## config.mk

```make
export PLATFORM = sky130hd
export DESIGN_NAME = rle_frame_scheduler
export DESIGN_NICKNAME = d
export VERILOG_FILES = /design/src/rtl/rle_frame_scheduler.sv
export SDC_FILE = /design/constraint.sdc
export NUM_CORES = 1
export LEC_CHECK = 0
export CAP_MARGIN = 20
export CORE_MARGIN = 2
export CORE_UTILIZATION = 40
export CTS_CLUSTER_DIAMETER = 50
export DETAILED_ROUTE_END_ITERATION = 10
export GPL_TIMING_DRIVEN = 1
export HOLD_SLACK_MARGIN = 0.02
export SYNTH_ARGS = -nofsm -noshare
export SYNTH_HDL_FRONTEND = slang
export SYNTH_SLANG_ARGS = --single-unit
```

## constraint.sdc

```tcl
create_clock -name clk -period 5.06 [get_ports clk]
set_input_delay 1.518 -clock clk [delete_from_list [all_inputs] [get_ports clk]]
set_output_delay 1.518 -clock clk [all_outputs]
set_load 0.05 [all_outputs]
```

## src/rtl/rle_frame_scheduler.sv

```systemverilog
//============================================================================
// Module : rle_frame_scheduler
// Desc   : In-order descriptor queue that feeds a single RLE engine. It screens
//          out illegal frames, recovers a hung engine and keeps running totals.
// Rev    : 1.0  initial release
//============================================================================
`default_nettype none

module rle_frame_scheduler #(
  parameter int FIFO_DEPTH     = 4,
  parameter int TIMEOUT_CYCLES = 4096,
  parameter int MAX_MSG_SIZE   = 255
) (
  input  logic        clk,
  input  logic        nreset,
  input  logic        desc_valid,
  output logic        desc_ready,
  input  logic [31:0] desc_msg_addr,
  input  logic [31:0] desc_msg_size,
  input  logic [31:0] desc_rle_addr,
  input  logic [3:0]  desc_tag,
  output logic        res_valid,
  input  logic        res_ready,
  output logic [3:0]  res_tag,
  output logic [31:0] res_size,
  output logic        res_error,
  output logic        eng_start,
  output logic [31:0] eng_message_addr,
  output logic [31:0] eng_message_size,
  output logic [31:0] eng_rle_addr,
  output logic        eng_nreset,
  input  logic        eng_done,
  input  logic [31:0] eng_rle_size,
  output logic        busy,
  output logic [15:0] frames_done,
  output logic [31:0] bytes_total
);

  localparam int          AW          = $clog2(FIFO_DEPTH);
  localparam logic [AW:0] c_fifo_full = (AW+1)'(FIFO_DEPTH);
  localparam logic [31:0] c_max_size  = 32'(MAX_MSG_SIZE);
  localparam logic [15:0] c_tmo_last  = 16'(TIMEOUT_CYCLES - 1);

  typedef enum logic [2:0] {
    S_IDLE      = 3'd0,
    S_LAUNCH    = 3'd1,
    S_WAIT_BUSY = 3'd2,
    S_WAIT_DONE = 3'd3,
    S_RECOVER   = 3'd4,
    S_REPORT    = 3'd5
  } state_t;

  state_t r_state;
  state_t w_state_next;

  logic [31:0]   r_fifo_msg_addr [FIFO_DEPTH];
  logic [31:0]   r_fifo_msg_size [FIFO_DEPTH];
  logic [31:0]   r_fifo_rle_addr [FIFO_DEPTH];
  logic [3:0]    r_fifo_tag      [FIFO_DEPTH];
  logic [AW-1:0] r_wr_ptr;
  logic [AW-1:0] r_rd_ptr;
  logic [AW:0]   r_count;

  logic [31:0] r_job_msg_addr;
  logic [31:0] r_job_msg_size;
  logic [31:0] r_job_rle_addr;
  logic [3:0]  r_res_tag;
  logic [31:0] r_res_size;
  logic        r_res_error;
  logic [15:0] r_tmo;
  logic        r_rec_second;
  logic        r_recover;
  logic [15:0] r_frames;
  logic [31:0] r_bytes;

  logic        w_push;
  logic        w_pop;
  logic        w_timeout;
  logic [31:0] w_head_size;
  logic        w_head_zero;
  logic        w_head_big;

  // Ready depends on the count alone, so a same-cycle pop never opens a slot.
  assign desc_ready  = (r_count != c_fifo_full);
  assign w_push      = desc_valid && desc_ready;
  assign w_pop       = (r_state == S_IDLE) && (r_count != '0) && !res_valid;
  assign w_head_size = r_fifo_msg_size[r_rd_ptr];
  assign w_head_zero = (w_head_size == 32'd0);
  assign w_head_big  = (w_head_size > c_max_size);
  assign w_timeout   = (r_tmo == c_tmo_last);

  always_ff @(posedge clk) begin
    if (w_push) begin
      r_fifo_msg_addr[r_wr_ptr] <= desc_msg_addr;
      r_fifo_msg_size[r_wr_ptr] <= desc_msg_size;
      r_fifo_rle_addr[r_wr_ptr] <= desc_rle_addr;
      r_fifo_tag[r_wr_ptr]      <= desc_tag;
    end
  end

  always_ff @(posedge clk or negedge nreset) begin
    if (!nreset) begin
      r_wr_ptr <= '0;
      r_rd_ptr <= '0;
      r_count  <= '0;
    end else begin
      if (w_push) r_wr_ptr <= r_wr_ptr + 1'b1;
      if (w_pop)  r_rd_ptr <= r_rd_ptr + 1'b1;
      case ({w_push, w_pop})
        2'b10:   r_count <= r_count + 1'b1;
        2'b01:   r_count <= r_count - 1'b1;
        default: r_count <= r_count;
      endcase
    end
  end

  always_ff @(posedge clk or negedge nreset) begin
    if (!nreset) r_state <= S_IDLE;
    else         r_state <= w_state_next;
  end

  always_comb begin
    w_state_next = r_state;
    case (r_state)
      S_IDLE: begin
        if (w_pop) begin
          if (w_head_zero || w_head_big) w_state_next = S_REPORT;
          else                           w_state_next = S_LAUNCH;
        end
      end
      S_LAUNCH:    w_state_next = S_WAIT_BUSY;
      // done may still be high from the previous job, so only its fall counts
      S_WAIT_BUSY: begin
        if (w_timeout)     w_state_next = S_RECOVER;
        else if (!eng_done) w_state_next = S_WAIT_DONE;
      end
      S_WAIT_DONE: begin
        if (w_timeout)    w_state_next = S_RECOVER;
        else if (eng_done) w_state_next = S_REPORT;
      end
      S_RECOVER: begin
        if (r_rec_second) w_state_next = S_REPORT;
      end
      S_REPORT: begin
        if (res_ready) w_state_next = S_IDLE;
      end
      default:     w_state_next = S_IDLE;
    endcase
  end

  always_ff @(posedge clk or negedge nreset) begin
    if (!nreset) begin
      r_job_msg_addr <= '0;
      r_job_msg_size <= '0;
      r_job_rle_addr <= '0;
      r_res_tag      <= '0;
      r_res_size     <= '0;
      r_res_error    <= 1'b0;
      r_tmo          <= '0;
      r_rec_second   <= 1'b0;
      r_recover      <= 1'b0;
      r_frames       <= '0;
      r_bytes        <= '0;
    end else begin
      // Registered decode keeps the engine reset free of state-decode glitches.
      r_recover <= (w_state_next == S_RECOVER);
      case (r_state)
        S_IDLE: begin
          if (w_pop) begin
            r_job_msg_addr <= r_fifo_msg_addr[r_rd_ptr];
            r_job_msg_size <= w_head_size;
            r_job_rle_addr <= r_fifo_rle_addr[r_rd_ptr];
            r_res_tag      <= r_fifo_tag[r_rd_ptr];
            r_res_size     <= '0;
            r_res_error    <= w_head_big;
          end
        end
        S_LAUNCH: r_tmo <= '0;
        S_WAIT_BUSY, S_WAIT_DONE: begin
          r_tmo        <= r_tmo + 1'b1;
          r_rec_second <= 1'b0;
          if (w_timeout) begin
            r_res_size  <= '0;
            r_res_error <= 1'b1;
          end else if ((r_state == S_WAIT_DONE) && eng_done) begin
            r_res_size  <= eng_rle_size;
            r_res_error <= 1'b0;
          end
        end
        S_RECOVER: r_rec_second <= 1'b1;
        S_REPORT: begin
          if (res_ready) begin
            r_frames <= r_frames + 1'b1;
            r_bytes  <= r_bytes + r_res_size;
          end
        end
        default: r_tmo <= r_tmo;
      endcase
    end
  end

  assign res_valid        = (r_state == S_REPORT);
  assign res_tag          = r_res_tag;
  assign res_size         = r_res_size;
  assign res_error        = r_res_error;
  assign eng_start        = (r_state == S_LAUNCH);
  assign eng_message_addr = r_job_msg_addr;
  assign eng_message_size = r_job_msg_size;
  assign eng_rle_addr     = r_job_rle_addr;
  assign eng_nreset       = nreset & ~r_recover;
  assign busy             = (r_state != S_IDLE) || (r_count != '0);
  assign frames_done      = r_frames;
  assign bytes_total      = r_bytes;

endmodule

`default_nettype wire
```

==> results.md <==
* Status: completed
* Clock tree buffer depth at 3
* Post-synth EDFFs at 400
* Layout Nets at 2,020
* DIE AREA at ~0.063 mm²
* Clk_lat worst skew at 0.60 ns
* Setup crit start kind: flip-flop
* Post-DRT Antenna Nets at 0
* Synthesized Nets at 1,669
* Max-Cap Viols at 0
* Pin count of the biggest net entering global routing at 71
* Post-Place Worst Slack at approximately 1.3 ns
* Post-layout instance area at roughly 0.031 mm²
* DRT Pass-1 Iters at 7
* Worst-Margin Slew at around 1.0 ns
* Vias at between 10,000 and 15,000
* Worst R2R Path Depth at 11
* Worst-path clk slew at roughly 0.06 ns
* Resize count post-CTS at 0
* Worst reg-to-reg setup slack at between 2 and 2.5 ns
* Normalized max-slew margin at 0.319
* Hold_buf cts at 0
* RePlAce Congestion at roughly 0.8
* Core ar. at 0.0605 mm²
* # DRC at 0
* Endpoints failing setup at 0
* CTS tree: built
* Register area share after synthesis at 0.703
* Final Skew at around 0.018 ns
* Cells after Synth at between 1,000 and 1,500
* Layout area overhead at 27.4%
* Die height at 252 µm
* Sum Neg Setup Slack at 0 ns
* Number of H-tree levels at 3
* Required time of the critical path at around 3.5 ns
* Overflow after GRT at 0
* First DRT Iteration DRCs at ~1,000
* Final slew viol count at 0
* Unrepaired setup endpoints after global routing: no
* Final period util at 0.801
* Count of port buffers added during placement at about 320
* FF-to-FF End: bytes_total[30]
* Root Buffer: clkbuf_16
* Clock Sinks at between 600 and 700
* Class of the worst hold path: flip-flop to flip-flop
* Crit Path Category: flip-flop to output pin
* Data arrival time of the worst path at approximately 2.5 ns
* Post-DP HPWL at 36,600 µm
* Critical Path Fanout Max at 8
* Wire per inst at 21.0 µm
* Mapped Area at 0.0245 mm²
* Ports at 323
* Ratio of cells with drive above 1 in the final layout at 0.191
* CTS Buf Count at 74
* Crit end category: output pin
* Detail-routed via count per cell at between 5 and 6
* First-pass GRT wire length at 86,300 µm
* YS warnings at 0
* P per Cell Area at ~670 mW/mm²
* Yosys reg bits at about 600
* Fin util at 0.517
* FFs w/ async S/R, synth at 0.343
* Vias in the first global route at ~15,000
* DP Area at between 0.02 and 0.03 mm²
* Fin worst setup slack at 1.01 ns
* GRT Util Overall at 0.178
* Initial antenna violation count at 11
* Die W at between 200 and 300 µm
* Setup bufs post-CTS at 0
* Initial core utilization at 0.406
* FMAX at around 250 MHz
* Ys flop type: edfxtp_1
* # fillers at around 5,000
* Routed WL at between 50,000 and 60,000 µm
* Worst setup path startpoint: r_state[0]
* Netlist cell types at 55
* Worst setup path endpoint: eng_start
* Row cnt at 90
* Hold Fails Final Rpt at 0
* Reg-to-Reg Start: res_size[0]
* Pleak at about 12 nW
* Syn_area_per_cell at around 16 µm²
* Max VDD drop at between 400 and 500 µV
* Worst hold path stage count at 1
* Fin crit period at 4.05 ns
[per-stage QoR]
stage / hold slack, ns / total power [mW] / instances
floorplan: 0.447 / 13.1 / 1492
global placement: 0.459 / 15.7 / 2548
detailed placement: 0.470 / 15.8 / 2548
CTS: 0.482 / 21.3 / 2686
global route: 0.490 / 22.0 / 2687
finish: 0.476 / 21.0 / 2690
[placed cells by master, fill, tap and decap left out, types with 38 or more instances in the layout]
cell / netlist / final
o21ai_0: 74 / 74
a21oi_1: 43 / 42
edfxtp_1: 400 / 400
nand2_1: 171 / 170
mux4_2: 100 / 100
ha_1: 38 / 38
clkbuf_16: 0 / 80
mux2_2: 101 / 101
nand3_1: 51 / 51
clkdlybuf4s50_1: 0 / 320
dfrtp_1: 209 / 207
[sequential cells by signal, indices dropped and copies added, names as in the netlist]
name	count
r_state	3
r_recover	1
r_fifo_tag	16
eng_message_size	32
r_tmo	16
frames_done	16
bytes_total	32
r_fifo_msg_size	128
res_size	32
r_rd_ptr	2
r_fifo_rle_addr	128
eng_message_addr	32
r_fifo_msg_addr	128
res_error	1
res_tag	4
r_rec_second	1
r_wr_ptr	2
eng_rle_addr	32
r_count	3
[where the power goes]
group,total [mW],internal (mW),switching [mW]
logic,8.02,3.17,4.85
registers,7.58,6.72,0.866
clock network,5.37,3.24,2.12
[layout make-up]
class	count	area, µm²	area share
Antenna cell	3	7.51	0.000240
Clock buffer	100	2150	0.0687
Clock inverter	38	399	0.0128
Inverter	23	86.3	0.00276
Multi-Input combinational cell	795	6940	0.222
Sequential cell	609	17200	0.552
Tap cell	782	978	0.0313
Timing Repair Buffer	340	3450	0.110
[layer usage]
metal / vias up / part of all wire / global-route usage
met5: - / 0.0021 / 0
met2: 391 / 0.48 / 0.287
li1: 6441 / - / -
met4: 18 / 0.014 / 0.0468
met1: 7117 / 0.44 / 0.240
met3: 74 / 0.070 / 0.0491
[cells in the mapped netlist, drive strengths merged (26+ instances only)]
library cell	n	area, µm²
o21ai	82	410
nor2	33	126
a21oi	43	215
nand3	52	265
xnor2	28	245
clkbuf	26	97.6
dfrtp	209	5230
ha	38	475
edfxtp	400	12000
mux4	100	2250
buf	39	200
mux2	101	1140
nand2	171	642
[logic make-up after synthesis]
family | count (synthesis) | synth area share
adders and majority gates | 40 | 0.0210
buffers and inverters | 88 | 0.0157
AOI/OAI and AO/OA | 181 | 0.0442
xor gates and xnor gates | 48 | 0.0171
muxes | 201 | 0.138
and+or+nand+nor | 325 | 0.0609
DFF | 609 | 0.703
[worst max-delay path, cell delays in order, from the launching register on]
cell and delay, ns:
dfrtp_1 0.52, inv_2 0.08, or3_1 0.39, inv_1 0.13, clkdlybuf4s50_1 0.81
[worst min-delay path by stage]
stage | startpoint | end | slack, ns
final | frames_done[15] | frames_done[15] | 0.48
after global routing | frames_done[15] | frames_done[15] | 0.49
after CTS | frames_done[15] | frames_done[15] | 0.48
after detailed placement | res_error | res_error | 0.47
after global placement | res_error | res_error | 0.46
after floorplan | r_tmo[15] | r_tmo[15] | 0.45
No activity file was read; power rests on OpenSTA's default activity.
